`config.mk`:
```
export PLATFORM = sky130hd
export DESIGN_NAME = altera_tse_pma_reset_sequencer
export DESIGN_NICKNAME = d
export VERILOG_FILES = /design/src/rtl/altera_tse_pma_reset_pkg.sv /design/src/rtl/altera_tse_pma_rx_reset_channel.sv /design/src/rtl/altera_tse_pma_reset_sequencer.sv
export SDC_FILE = /design/constraint.sdc
export NUM_CORES = 1
export LEC_CHECK = 0
export CORE_UTILIZATION = 41
export CTS_BUF_LIST = sky130_fd_sc_hd__clkbuf_16
export CTS_CLUSTER_DIAMETER = 60
export DETAILED_ROUTE_END_ITERATION = 7
export SETUP_SLACK_MARGIN = 0.4
export SYNTH_ARGS = -nofsm -noshare
export SYNTH_HDL_FRONTEND = slang
export SYNTH_SLANG_ARGS = --single-unit
```
`constraint.sdc`:
```
create_clock -name clk -period 5.9 [get_ports clk]
set_clock_uncertainty 0.2 [all_clocks]
set_input_delay 1.18 -clock clk [delete_from_list [all_inputs] [get_ports clk]]
set_output_delay 1.18 -clock clk [all_outputs]
set_load 0.1 [all_outputs]
```
`src/rtl/altera_tse_pma_reset_pkg.sv`:
```
// Shared types for the TSE PMA reset sequencer.
// Holds the per-channel state enumeration and the counter-width helper.
package altera_tse_pma_reset_pkg;

    typedef enum logic [1:0] {
        ST_WAIT_PLL  = 2'd0,
        ST_WAIT_LOCK = 2'd1,
        ST_STABLE    = 2'd2,
        ST_RUN       = 2'd3
    } chan_state_e;

    // Width of a counter that must reach max(a, b) - 1.
    function automatic int cnt_width(input int a, input int b);
        int m;
        m = (a > b) ? a : b;
        return (m <= 2) ? 1 : $clog2(m);
    endfunction

endpackage

```
`src/rtl/altera_tse_pma_rx_reset_channel.sv`:
```
// One RX channel: synchronisers, lock/stability FSM and counter.
// Ports: clk, reset_rx_clk (async, active-high), tx_digitalreset_i,
//   rx_freqlocked_i / rx_syncstatus_i (async), rx_digitalreset_o,
//   link_ready_o, retry_pulse_o.
module altera_tse_pma_rx_reset_channel
    import altera_tse_pma_reset_pkg::*;
#(
    parameter int SYNCHRONIZER_DEPTH = 3,
    parameter int LOCK_WAIT_CYCLES   = 1024,
    parameter int STABLE_CYCLES      = 16
) (
    input  logic clk,
    input  logic reset_rx_clk,
    input  logic tx_digitalreset_i,
    input  logic rx_freqlocked_i,
    input  logic rx_syncstatus_i,
    output logic rx_digitalreset_o,
    output logic link_ready_o,
    output logic retry_pulse_o
);

    localparam int CW = cnt_width(LOCK_WAIT_CYCLES, STABLE_CYCLES);
    localparam logic [CW-1:0] LOCK_LAST   = CW'(LOCK_WAIT_CYCLES - 1);
    localparam logic [CW-1:0] STABLE_LAST = CW'(STABLE_CYCLES - 1);

    logic [SYNCHRONIZER_DEPTH-1:0] fl_sync_q;
    logic [SYNCHRONIZER_DEPTH-1:0] ss_sync_q;
    logic                          fl;
    logic                          ss;

    chan_state_e   state_q, state_d;
    logic [CW-1:0] cnt_q, cnt_d;
    logic          retry_d;
    logic          rx_rst_q;
    logic          link_q;
    logic          retry_q;

    assign fl = fl_sync_q[SYNCHRONIZER_DEPTH-1];
    assign ss = ss_sync_q[SYNCHRONIZER_DEPTH-1];

    always_ff @(posedge clk or posedge reset_rx_clk) begin
        if (reset_rx_clk) begin
            fl_sync_q <= '0;
            ss_sync_q <= '0;
        end else begin
            fl_sync_q <= {fl_sync_q[SYNCHRONIZER_DEPTH-2:0], rx_freqlocked_i};
            ss_sync_q <= {ss_sync_q[SYNCHRONIZER_DEPTH-2:0], rx_syncstatus_i};
        end
    end

    always_comb begin
        state_d = state_q;
        cnt_d   = cnt_q;
        retry_d = 1'b0;
        if (tx_digitalreset_i) begin
            state_d = ST_WAIT_PLL;
            cnt_d   = '0;
        end else begin
            unique case (state_q)
                ST_WAIT_PLL: begin
                    state_d = ST_WAIT_LOCK;
                    cnt_d   = '0;
                end
                ST_WAIT_LOCK: begin
                    if (fl) begin
                        state_d = ST_STABLE;
                        cnt_d   = '0;
                    end else if (cnt_q == LOCK_LAST) begin
                        // Timeout: flag a retry and start a fresh window.
                        retry_d = 1'b1;
                        cnt_d   = '0;
                    end else begin
                        cnt_d = cnt_q + CW'(1);
                    end
                end
                ST_STABLE: begin
                    // A lock drop outranks reaching the stable count.
                    if (!fl) begin
                        state_d = ST_WAIT_LOCK;
                        cnt_d   = '0;
                    end else if (cnt_q == STABLE_LAST) begin
                        state_d = ST_RUN;
                        cnt_d   = '0;
                    end else begin
                        cnt_d = cnt_q + CW'(1);
                    end
                end
                ST_RUN: begin
                    if (!fl) begin
                        state_d = ST_WAIT_LOCK;
                        cnt_d   = '0;
                    end
                end
                default: begin
                    state_d = ST_WAIT_PLL;
                    cnt_d   = '0;
                end
            endcase
        end
    end

    always_ff @(posedge clk or posedge reset_rx_clk) begin
        if (reset_rx_clk) begin
            state_q  <= ST_WAIT_PLL;
            cnt_q    <= '0;
            rx_rst_q <= 1'b1;
            link_q   <= 1'b0;
            retry_q  <= 1'b0;
        end else begin
            state_q  <= state_d;
            cnt_q    <= cnt_d;
            rx_rst_q <= (state_d != ST_RUN);
            link_q   <= (state_d == ST_RUN) & ss;
            retry_q  <= retry_d;
        end
    end

    assign rx_digitalreset_o = rx_rst_q;
    assign link_ready_o      = link_q;
    assign retry_pulse_o     = retry_q;

endmodule

```
`src/rtl/altera_tse_pma_reset_sequencer.sv`:
```
// Multi-channel PMA reset sequencer: shared TX reset, per-channel RX.
// Ports: clk, reset_rx_clk (async, active-high), pll_locked,
//   rx_freqlocked[N], rx_syncstatus[N] in; tx_digitalreset,
//   rx_digitalreset[N], pcs_rx_reset[N], link_ready[N], retry_pulse[N] out.
module altera_tse_pma_reset_sequencer
    import altera_tse_pma_reset_pkg::*;
#(
    parameter int NUM_CHANNELS       = 4,
    parameter int SYNCHRONIZER_DEPTH = 3,
    parameter int LOCK_WAIT_CYCLES   = 1024,
    parameter int STABLE_CYCLES      = 16
) (
    input  logic                    clk,
    input  logic                    reset_rx_clk,
    input  logic                    pll_locked,
    input  logic [NUM_CHANNELS-1:0] rx_freqlocked,
    input  logic [NUM_CHANNELS-1:0] rx_syncstatus,
    output logic                    tx_digitalreset,
    output logic [NUM_CHANNELS-1:0] rx_digitalreset,
    output logic [NUM_CHANNELS-1:0] pcs_rx_reset,
    output logic [NUM_CHANNELS-1:0] link_ready,
    output logic [NUM_CHANNELS-1:0] retry_pulse
);

    logic [SYNCHRONIZER_DEPTH-1:0] rst_pipe_q;
    logic [SYNCHRONIZER_DEPTH-1:0] pll_sync_q;
    logic                          tx_rst_q;

    // Reset asserts at once; release ripples through a chain of 1s.
    always_ff @(posedge clk or posedge reset_rx_clk) begin
        if (reset_rx_clk) begin
            rst_pipe_q <= '1;
            pll_sync_q <= '0;
            tx_rst_q   <= 1'b1;
        end else begin
            rst_pipe_q <= {rst_pipe_q[SYNCHRONIZER_DEPTH-2:0], 1'b0};
            pll_sync_q <= {pll_sync_q[SYNCHRONIZER_DEPTH-2:0], pll_locked};
            tx_rst_q   <= rst_pipe_q[SYNCHRONIZER_DEPTH-1]
                        | ~pll_sync_q[SYNCHRONIZER_DEPTH-1];
        end
    end

    assign tx_digitalreset = tx_rst_q;

    for (genvar i = 0; i < NUM_CHANNELS; i++) begin : g_ch
        altera_tse_pma_rx_reset_channel #(
            .SYNCHRONIZER_DEPTH (SYNCHRONIZER_DEPTH),
            .LOCK_WAIT_CYCLES   (LOCK_WAIT_CYCLES),
            .STABLE_CYCLES      (STABLE_CYCLES)
        ) u_ch (
            .clk               (clk),
            .reset_rx_clk      (reset_rx_clk),
            .tx_digitalreset_i (tx_rst_q),
            .rx_freqlocked_i   (rx_freqlocked[i]),
            .rx_syncstatus_i   (rx_syncstatus[i]),
            .rx_digitalreset_o (rx_digitalreset[i]),
            .link_ready_o      (link_ready[i]),
            .retry_pulse_o     (retry_pulse[i])
        );
    end

    assign pcs_rx_reset = rx_digitalreset;

endmodule

```
; Yosys cells after proc, flatten, opt, wreduce, memory -nomap -nowiden
; Cells that the tools add are included.
[classes]
n_mux = 68
n_reduce_logical = 4
n_addsub = 4
n_eq_ne = 32
bitwise_logic = 6
[op_table]
columns = cell, n
row1 = 2-to-1 mux 10 bit, 24
row2 = case mux 10 bit (4 select lines), 4
row3 = adder 10 x 1 -> 10 bit (second input constant), 4
row4 = equality test 10 bit (second input constant), 4
row5 = equality test 10 x 4 -> 1 bit (second input constant), 4
row6 = 2-to-1 mux 2 bit, 20
row7 = case mux 2 bit (4 select lines), 4
row8 = equality test 2 bit (second input constant), 12
row9 = 2-to-1 mux 1 bit, 16
row10 = != test 3 bit (second input constant), 4
row11 = equality test 2 x 1 -> 1 bit (second input constant), 4
row12 = logical NOT 2 bit, 4
row13 = != test 2 bit (second input constant), 4
row14 = AND 1 bit, 4
row15 = inverter 1 bit, 1
row16 = bitwise OR 1 bit, 1
[word_totals]
inputBits = 11
wordCells = 145
regBits = 91

; Depth between registers and ports, before layout
; Gate-level depths: netlist (run 1).
[depth]
word_depth = 7
mapped_depth = 8
mapped_depth_nobuf = 7

; Hierarchy
; Synthesis (run 1) repeated with hierarchy kept, for this count alone.
[unflattened]
cells_unflattened = 453
area_unflattened_um2 = 4560.6
[modules_own_cells]
columns = mod, cells_per_inst, n_inst, area_per_inst_um2, seq_area_each_um2
row1 = altera_tse_pma_rx_reset_channel (g_ch[1].u_ch ...), 115, 2, 1099.8, 526.8
row2 = altera_tse_pma_rx_reset_channel (g_ch[0].u_ch), 108, 1, 1083.5, 526.8
row3 = altera_tse_pma_rx_reset_channel (g_ch[3].u_ch), 101, 1, 1053.5, 526.8
row4 = altera_tse_pma_reset_sequencer, 14, 1, 224.0, 180.2

; Worst setup path before layout (run 1)
; No wires, ideal clock.
[synth_timing]
kind = reg2out
startpoint = register tx_rst_q (netlist: tx_digitalreset)
endpoint = output port tx_digitalreset
path_buffers = 0
path_slack_ns = 3.647
stages_incl_launch_ff = 1
required_ns = 4.520
arrival_time_ns = 0.873
cell_sequence = dfstp_2
[synth_rtl]
columns = element, line
row1 = from (decl), altera_tse_pma_reset_sequencer.sv:27  ; logic tx_rst_q;
row2 = from (signal assigned), altera_tse_pma_reset_sequencer.sv:38  ; tx_rst_q <= rst_pipe_q[SYNCHRONIZER_DEPTH-1]
row3 = to (decl), altera_tse_pma_reset_sequencer.sv:18  ; output logic tx_digitalreset,
; No word-level cell between the ends.

; Worst setup path after layout (run 1)
[layout_timing]
startpoint = register tx_rst_q (netlist: tx_digitalreset)
endpoint = output port tx_digitalreset
; No word-level cell between the ends.

==> metrics, run 1 <==
status=finished clean; Pwr per Cell Area=253.4 nW/um^2; port bufs=27; cell taking the most area after synthesis=dfrtp_1; final non-filler cell total=602; synthesis-stage register bit count=91; hold buffers post-CTS=0; Slew Limit Fails=0; CTS sink cnt=91; grt ovf=0; # rows=37; first-pass GRT wire length=14.22 mm; fraction of power spent switching nets=around a fifth; Worst path depth=1; Syn. warnings=0; sw power=roughly 270 uW; Root Driver=clkbuf_16; Reg clk slew, reported paths=60 ps; Critical Path RT=between 4000 and 5000 ps; core area=10,460 sq um; synthesized instance count=roughly 450; Worst Hold Class=reg -> reg; GRT Util Overall=15.67%; Reg power frac=50.7%; Antenna Nets Post-Route=0; pin count of the biggest net entering global routing=59; CTS tree=done; worst-path maximum fanout=17; CP arrival=around 2300 ps; fmax=273.9 MHz; ys async rst share=100.0%; share of layout cells above drive strength 1=7.296%; Largest delay share family, worst path=buffers and inverters; Peak supply drop=0.1343 mV; R2R depth=6; synth unique cells=60; top post-synthesis cells by area=dfrtp_1 46%, ha_1 6.7%, dfstp_2 4.7%, nand2_1 3.4%, nand3_1 3.4%; CTS Buf Count=9; Seq/Total Area, Yosys=51.05%; Yosys top cell area share=between 40% and 50%; clock share of power=45.5%; Clk Latency, worst-skew pair=330 ps; Total Nets Final=between 400 and 500; width of the die=106.5 um; Final Routed Wirelength=8.315 mm; final setup vio count=0; Slowest-stage cell, CP=clkdlybuf4s50_1; Final Critical Period=around 3700 ps; RSZ-0062 raised after global routing=false; Layout area overhead=13.60%; DP HPWL=approximately 5.6 mm; CP endpoint kind=output pin; Crit path buffers/inverters=1; Final Cycle Share=61.88%; drt first pass iters=4; Fin. Hold Viols=0; Placer Congestion=0.7749; Top Ports=28; Combinational Power Share=3.8%; CTS max path bufs=2; Setup Fix Bufs, Post-CTS=0; Die Area=about 11,000 sq um; placed cell count=between 500 and 600; max_slew headroom=35.19%; Setup TNS Final=0 ps; vias in the first global route=3,067; DR vias/cell=between 5 and 6; Int Pwr=1.021 mW; Vias=3,308; syn_nets=between 400 and 500; LEAKAGE=about 2.3 nW; Antenna Cells=0; crit-path cells=clkdlybuf4s50_1; syn avg cell area=10.07 sq um; Crit Path Class=reg -> out; Top FF cell, synth=dfrtp_1; Startpoint Class=flip-flop; post-layout util=48.65%; WL/cell=13.81 um; 1st-iter DRT viols=88; number of max-cap violations=0; top-count cell post-synth=dfrtp_1; commonest cells in the netlist=83 x dfrtp_1, 41 x nand2_1, 32 x nor2_1; Crit path largest cell delay=between 1000 and 1500 ps; Resized cells post-CTS=0; mapped cell area=~4500 sq um; drt drc=0; Post-synth EDFFs=0; initial antenna violation count=0; Max H-tree Level=3; Die Ht=106.5 um; slew of the pin with the lowest slew margin=969.1 ps; WHS Path Cells=0; Initial Util=42.82%
per-layer routing:
metal	track usage, %	share of wire, %
met4	5.773	1.5
met3	3.250	2.5
met5	0	0
met1	21.32	49
met2	24.68	47
placed cells by master, fill, tap and decap left out, types with 9 or more instances in the layout:
cell type	synthesis	routed
clkdlybuf4s50_1	0	27
nand2_1	41	41
nand3_1	30	30
a21oi_1	21	21
o21ai_0	25	25
a31oi_1	10	10
dfrtp_1	83	83
inv_1	24	27
and3_1	12	12
ha_1	24	24
nor3_1	13	13
clkbuf_16	0	9
nor2_1	32	32
through the flow:
stage / setup slack (ps) / power, mW / hold slack (ps) / area [sq um]
after floorplan: 2170 / 0.6954 / 131.2 / 4481
after global placement: 2581 / 0.7141 / 133.7 / 4786
after detailed placement: 2582 / 0.7157 / 135.5 / 4786
after CTS: 2220 / 1.309 / 145.7 / 5090
after global routing: 2193 / 1.342 / 149.6 / 5090
final: 2249 / 1.290 / 145.5 / 5090
path summary, 6_finish.rpt:
kind / start / end / slack [ps]
worst max-delay path: tx_digitalreset / tx_digitalreset / 2250
worst min-delay path: g_ch[2].u_ch.fl_sync_q[1] / g_ch[2].u_ch.fl_sync_q[2] / 150
worst max register to register: g_ch[1].u_ch.state_q[0] / g_ch[1].u_ch.cnt_q[9] / 3480
worst min register to register: g_ch[2].u_ch.fl_sync_q[1] / g_ch[2].u_ch.fl_sync_q[2] / 150
max in group asynchronous: reset_rx_clk / g_ch[2].u_ch.rx_digitalreset_o / 3350
min in group asynchronous: reset_rx_clk / g_ch[1].u_ch.fl_sync_q[0] / 1170
power by group through the flow:
| stage | registers (mW) | clock network (mW) | logic (mW) |
|---|---|---|---|
| 6_report | 0.654 | 0.587 | 0.0490 |
| 5_1_grt | 0.656 | 0.630 | 0.0559 |
| 4_1_cts | 0.654 | 0.604 | 0.0507 |
| 2_1_floorplan | 0.662 | 0 | 0.0330 |
| 3_3_place_gp | 0.665 | 0 | 0.0491 |
| 3_5_place_dp | 0.665 | 0 | 0.0504 |
area by class of cell:
cell class,count,area (sq um)
well taps,136,170.2
fillers,980,5373
clock inverters,7,78.83
repair buffers,29,285.3
flip-flops and latches,91,2287
clock buffers,9,225.2
multi-input cells,306,1952
inverters,24,91.34
flip-flops by register name (all words and copies together) (netlist names):
register / cells
g_ch.u_ch.rx_digitalreset_o: 4
g_ch.u_ch.link_ready_o: 4
g_ch.u_ch.fl_sync_q: 12
tx_digitalreset: 1
g_ch.u_ch.state_q: 8
g_ch.u_ch.ss_sync_q: 12
pll_sync_q: 3
rst_pipe_q: 3
g_ch.u_ch.cnt_q: 40
g_ch.u_ch.retry_pulse_o: 4
cells by family after synthesis:
kind of cell               synth area share [%]
and+or+nand+nor                           20.27
DFF                                       51.05
other                                   0.08370
xor gates and xnor gates                 0.9773
adders and majority gates                 6.702
buffers and inverters                     5.390
AOI/OAI and AO/OA                         15.53
Power figures use the tool's default switching activity.
==> run 2: changes to the inputs <==
Clock period 5.9 ns to 3.3 ns, I/O delays scaled along.
==> metrics, run 2 (synthesis gave the netlist of run 1 again) <==
Vias=3,262 (was 3,308); Worst Hold Class=reg -> reg (unchanged); Crit Path Class=reg -> reg (was reg -> out); Top Ports=28 (unchanged); Reg clk slew, reported paths=60 ps (about the same); Setup Fix Bufs, Post-CTS=0 (unchanged); Antenna Nets Post-Route=0 (unchanged); worst-path maximum fanout=8 (was 17); Startpoint Class=flip-flop (unchanged); WL/cell=13.95 um (was 13.81 um); CTS sink cnt=91 (unchanged); Setup TNS Final=0 ps (unchanged); DR vias/cell=5.419 (was 5.495); drt first pass iters=5 (was 4); Peak supply drop=0.2901 mV (was 0.1343 mV); crit-path cells=inv_1 > ha_1 > nand4_1 > o31ai_1 > o21ai_0 > a31oi_1 (was clkdlybuf4s50_1); core area=10,460 sq um (unchanged); Setup crit end=g_ch[1].u_ch.cnt_q[5] (was tx_digitalreset); Fin. Hold Viols=0 (unchanged); fmax=419.8 MHz; Clk Latency, worst-skew pair=340 ps (was 330 ps); Most flops, register=g_ch.u_ch.cnt_q (unchanged); 1st-iter DRT viols=172 (was 88); CTS Buf Count=9 (unchanged); Antenna Cells=0 (unchanged); number of max-cap violations=0 (unchanged); Hold WS=142.8 ps (was 145.5 ps); total chip power=2.221 mW (was 1.290 mW); R2R Path End=g_ch[1].u_ch.cnt_q[5] (was g_ch[1].u_ch.cnt_q[9]); most common cell after layout, fill and taps aside=dfrtp_1 (unchanged); Crit path largest cell delay=730 ps (was 1200 ps); Pwr per Cell Area=440.9 nW/um^2 (was 253.4 nW/um^2); min-delay src=g_ch[1].u_ch.fl_sync_q[0] (was g_ch[2].u_ch.fl_sync_q[1]); Critical Path RT=3360 ps (was 4520 ps); Slowest-stage cell, CP=o31ai_1 (was clkdlybuf4s50_1); Final Routed Wirelength=8.400 mm (was 8.315 mm); CP arrival=2450 ps (was 2270 ps); slew of the pin with the lowest slew margin=855.1 ps (was 969.1 ps); CP endpoint kind=flip-flop (was output pin); Layout area overhead=12.43% (was 13.60%); hold buffers post-CTS=0 (unchanged); largest registers=g_ch.u_ch.cnt_q (40), g_ch.u_ch.fl_sync_q (12), g_ch.u_ch.ss_sync_q (12) (unchanged); RSZ-0062 raised after global routing=false (unchanged); GRT Util Overall=16.39% (was 15.67%); Final Cycle Share=just over 70%; drt drc=0 (unchanged); Total Nets Final=496 (unchanged); CTS tree=done (unchanged); pin count of the biggest net entering global routing=92 (was 59); post-layout util=48.15% (was 48.65%); Final Critical Period=2382 ps; R2R depth=6 (unchanged); CP startpoint=g_ch[1].u_ch.state_q[0] (was tx_digitalreset); Slew Limit Fails=0 (unchanged); most frequent cells in the layout=83 x dfrtp_1, 41 x nand2_1, 32 x nor2_1 (unchanged); Die Ht=106.5 um (unchanged); Placer Congestion=0.8157 (was 0.7749); max reg flops=40 (unchanged); Initial Util=42.82% (unchanged); width of the die=106.5 um (unchanged); max_slew headroom=42.51% (was 35.19%); Reg2Reg Setup Slack=920 ps (was 3480 ps); vias in the first global route=3,278 (was 3,067); port bufs=27 (unchanged); Max H-tree Level=3 (unchanged); Crit Reg-Reg Startpoint=g_ch[1].u_ch.state_q[0] (unchanged); # rows=37 (unchanged); fillcell total=968 (was 980); grt ovf=0 (unchanged); final setup vio count=0 (unchanged); LEAKAGE=2.252 nW (was 2.251 nW); share of layout cells above drive strength 1=10.94% (was 7.296%); first-pass GRT wire length=14.81 mm (was 14.22 mm); post-layout instance area=5037 sq um (was 5090 sq um); Die Area=11,350 sq um (unchanged); status=finished clean (unchanged); Post-DP Area=4758 sq um (was 4786 sq um); Resized cells post-CTS=0 (unchanged); CTS max path bufs=2 (unchanged); DP HPWL=5.655 mm (was 5.648 mm); Root Driver=clkbuf_16 (unchanged); initial antenna violation count=0 (unchanged)
==> run 2: metal layers <==
metal | up-vias | wire length [um] | track usage [%]
met3 | 17 | 341 | 3.985
met1 | 1541 | 3941 | 20.81
met5 | - | 0 | 0
met2 | 90 | 3938 | 26.02
li1 | 1614 | - | -
met4 | 0 | 179 | 8.317
==> run 2: worst min-delay path by stage <==
stage,end,slack [ps],depth (start not counted)
2_1_floorplan,g_ch[0].u_ch.fl_sync_q[1],130,0
3_3_place_gp,g_ch[1].u_ch.fl_sync_q[1],130,0
3_5_place_dp,g_ch[2].u_ch.fl_sync_q[2],130,0
4_1_cts,g_ch[2].u_ch.fl_sync_q[2],140,0
5_1_grt,g_ch[3].u_ch.fl_sync_q[1],150,0
6_report,g_ch[1].u_ch.fl_sync_q[1],140,0
==> run 2: critical path, delay by kind of cell, from the launching register on <==
family | cells | cell delay (ps)
buffers and inverters | 1 | 100
and+or+nand+nor | 1 | 130
adders and majority gates | 1 | 300
DFF | 1 | 450
AOI/OAI and AO/OA | 3 | 1120
==> run 2: report_power, final <==
part	internal, mW	switching (mW)
clock	0.571	0.389
combinational	0.0328	0.0577
sequential	1.15	0.0248
==> run 2: stage by stage <==
step / setup WS (ps) / instances
after floorplan: 1159 / 445
after global placement: 959.9 / 586
after detailed placement: 948.5 / 586
after CTS: 923.9 / 602
after global routing: 705.5 / 602
final: 917.6 / 602
==> run 2: cell type report <==
cell class	instances	area [sq um]	area share, %
repair buffers	29	255.2	5.067
clock inverters	7	53.80	1.068
flip-flops and latches	91	2287	45.40
multi-input cells	306	1952	38.75
clock buffers	9	225.2	4.471
well taps	136	170.2	3.378
inverters	24	93.84	1.863
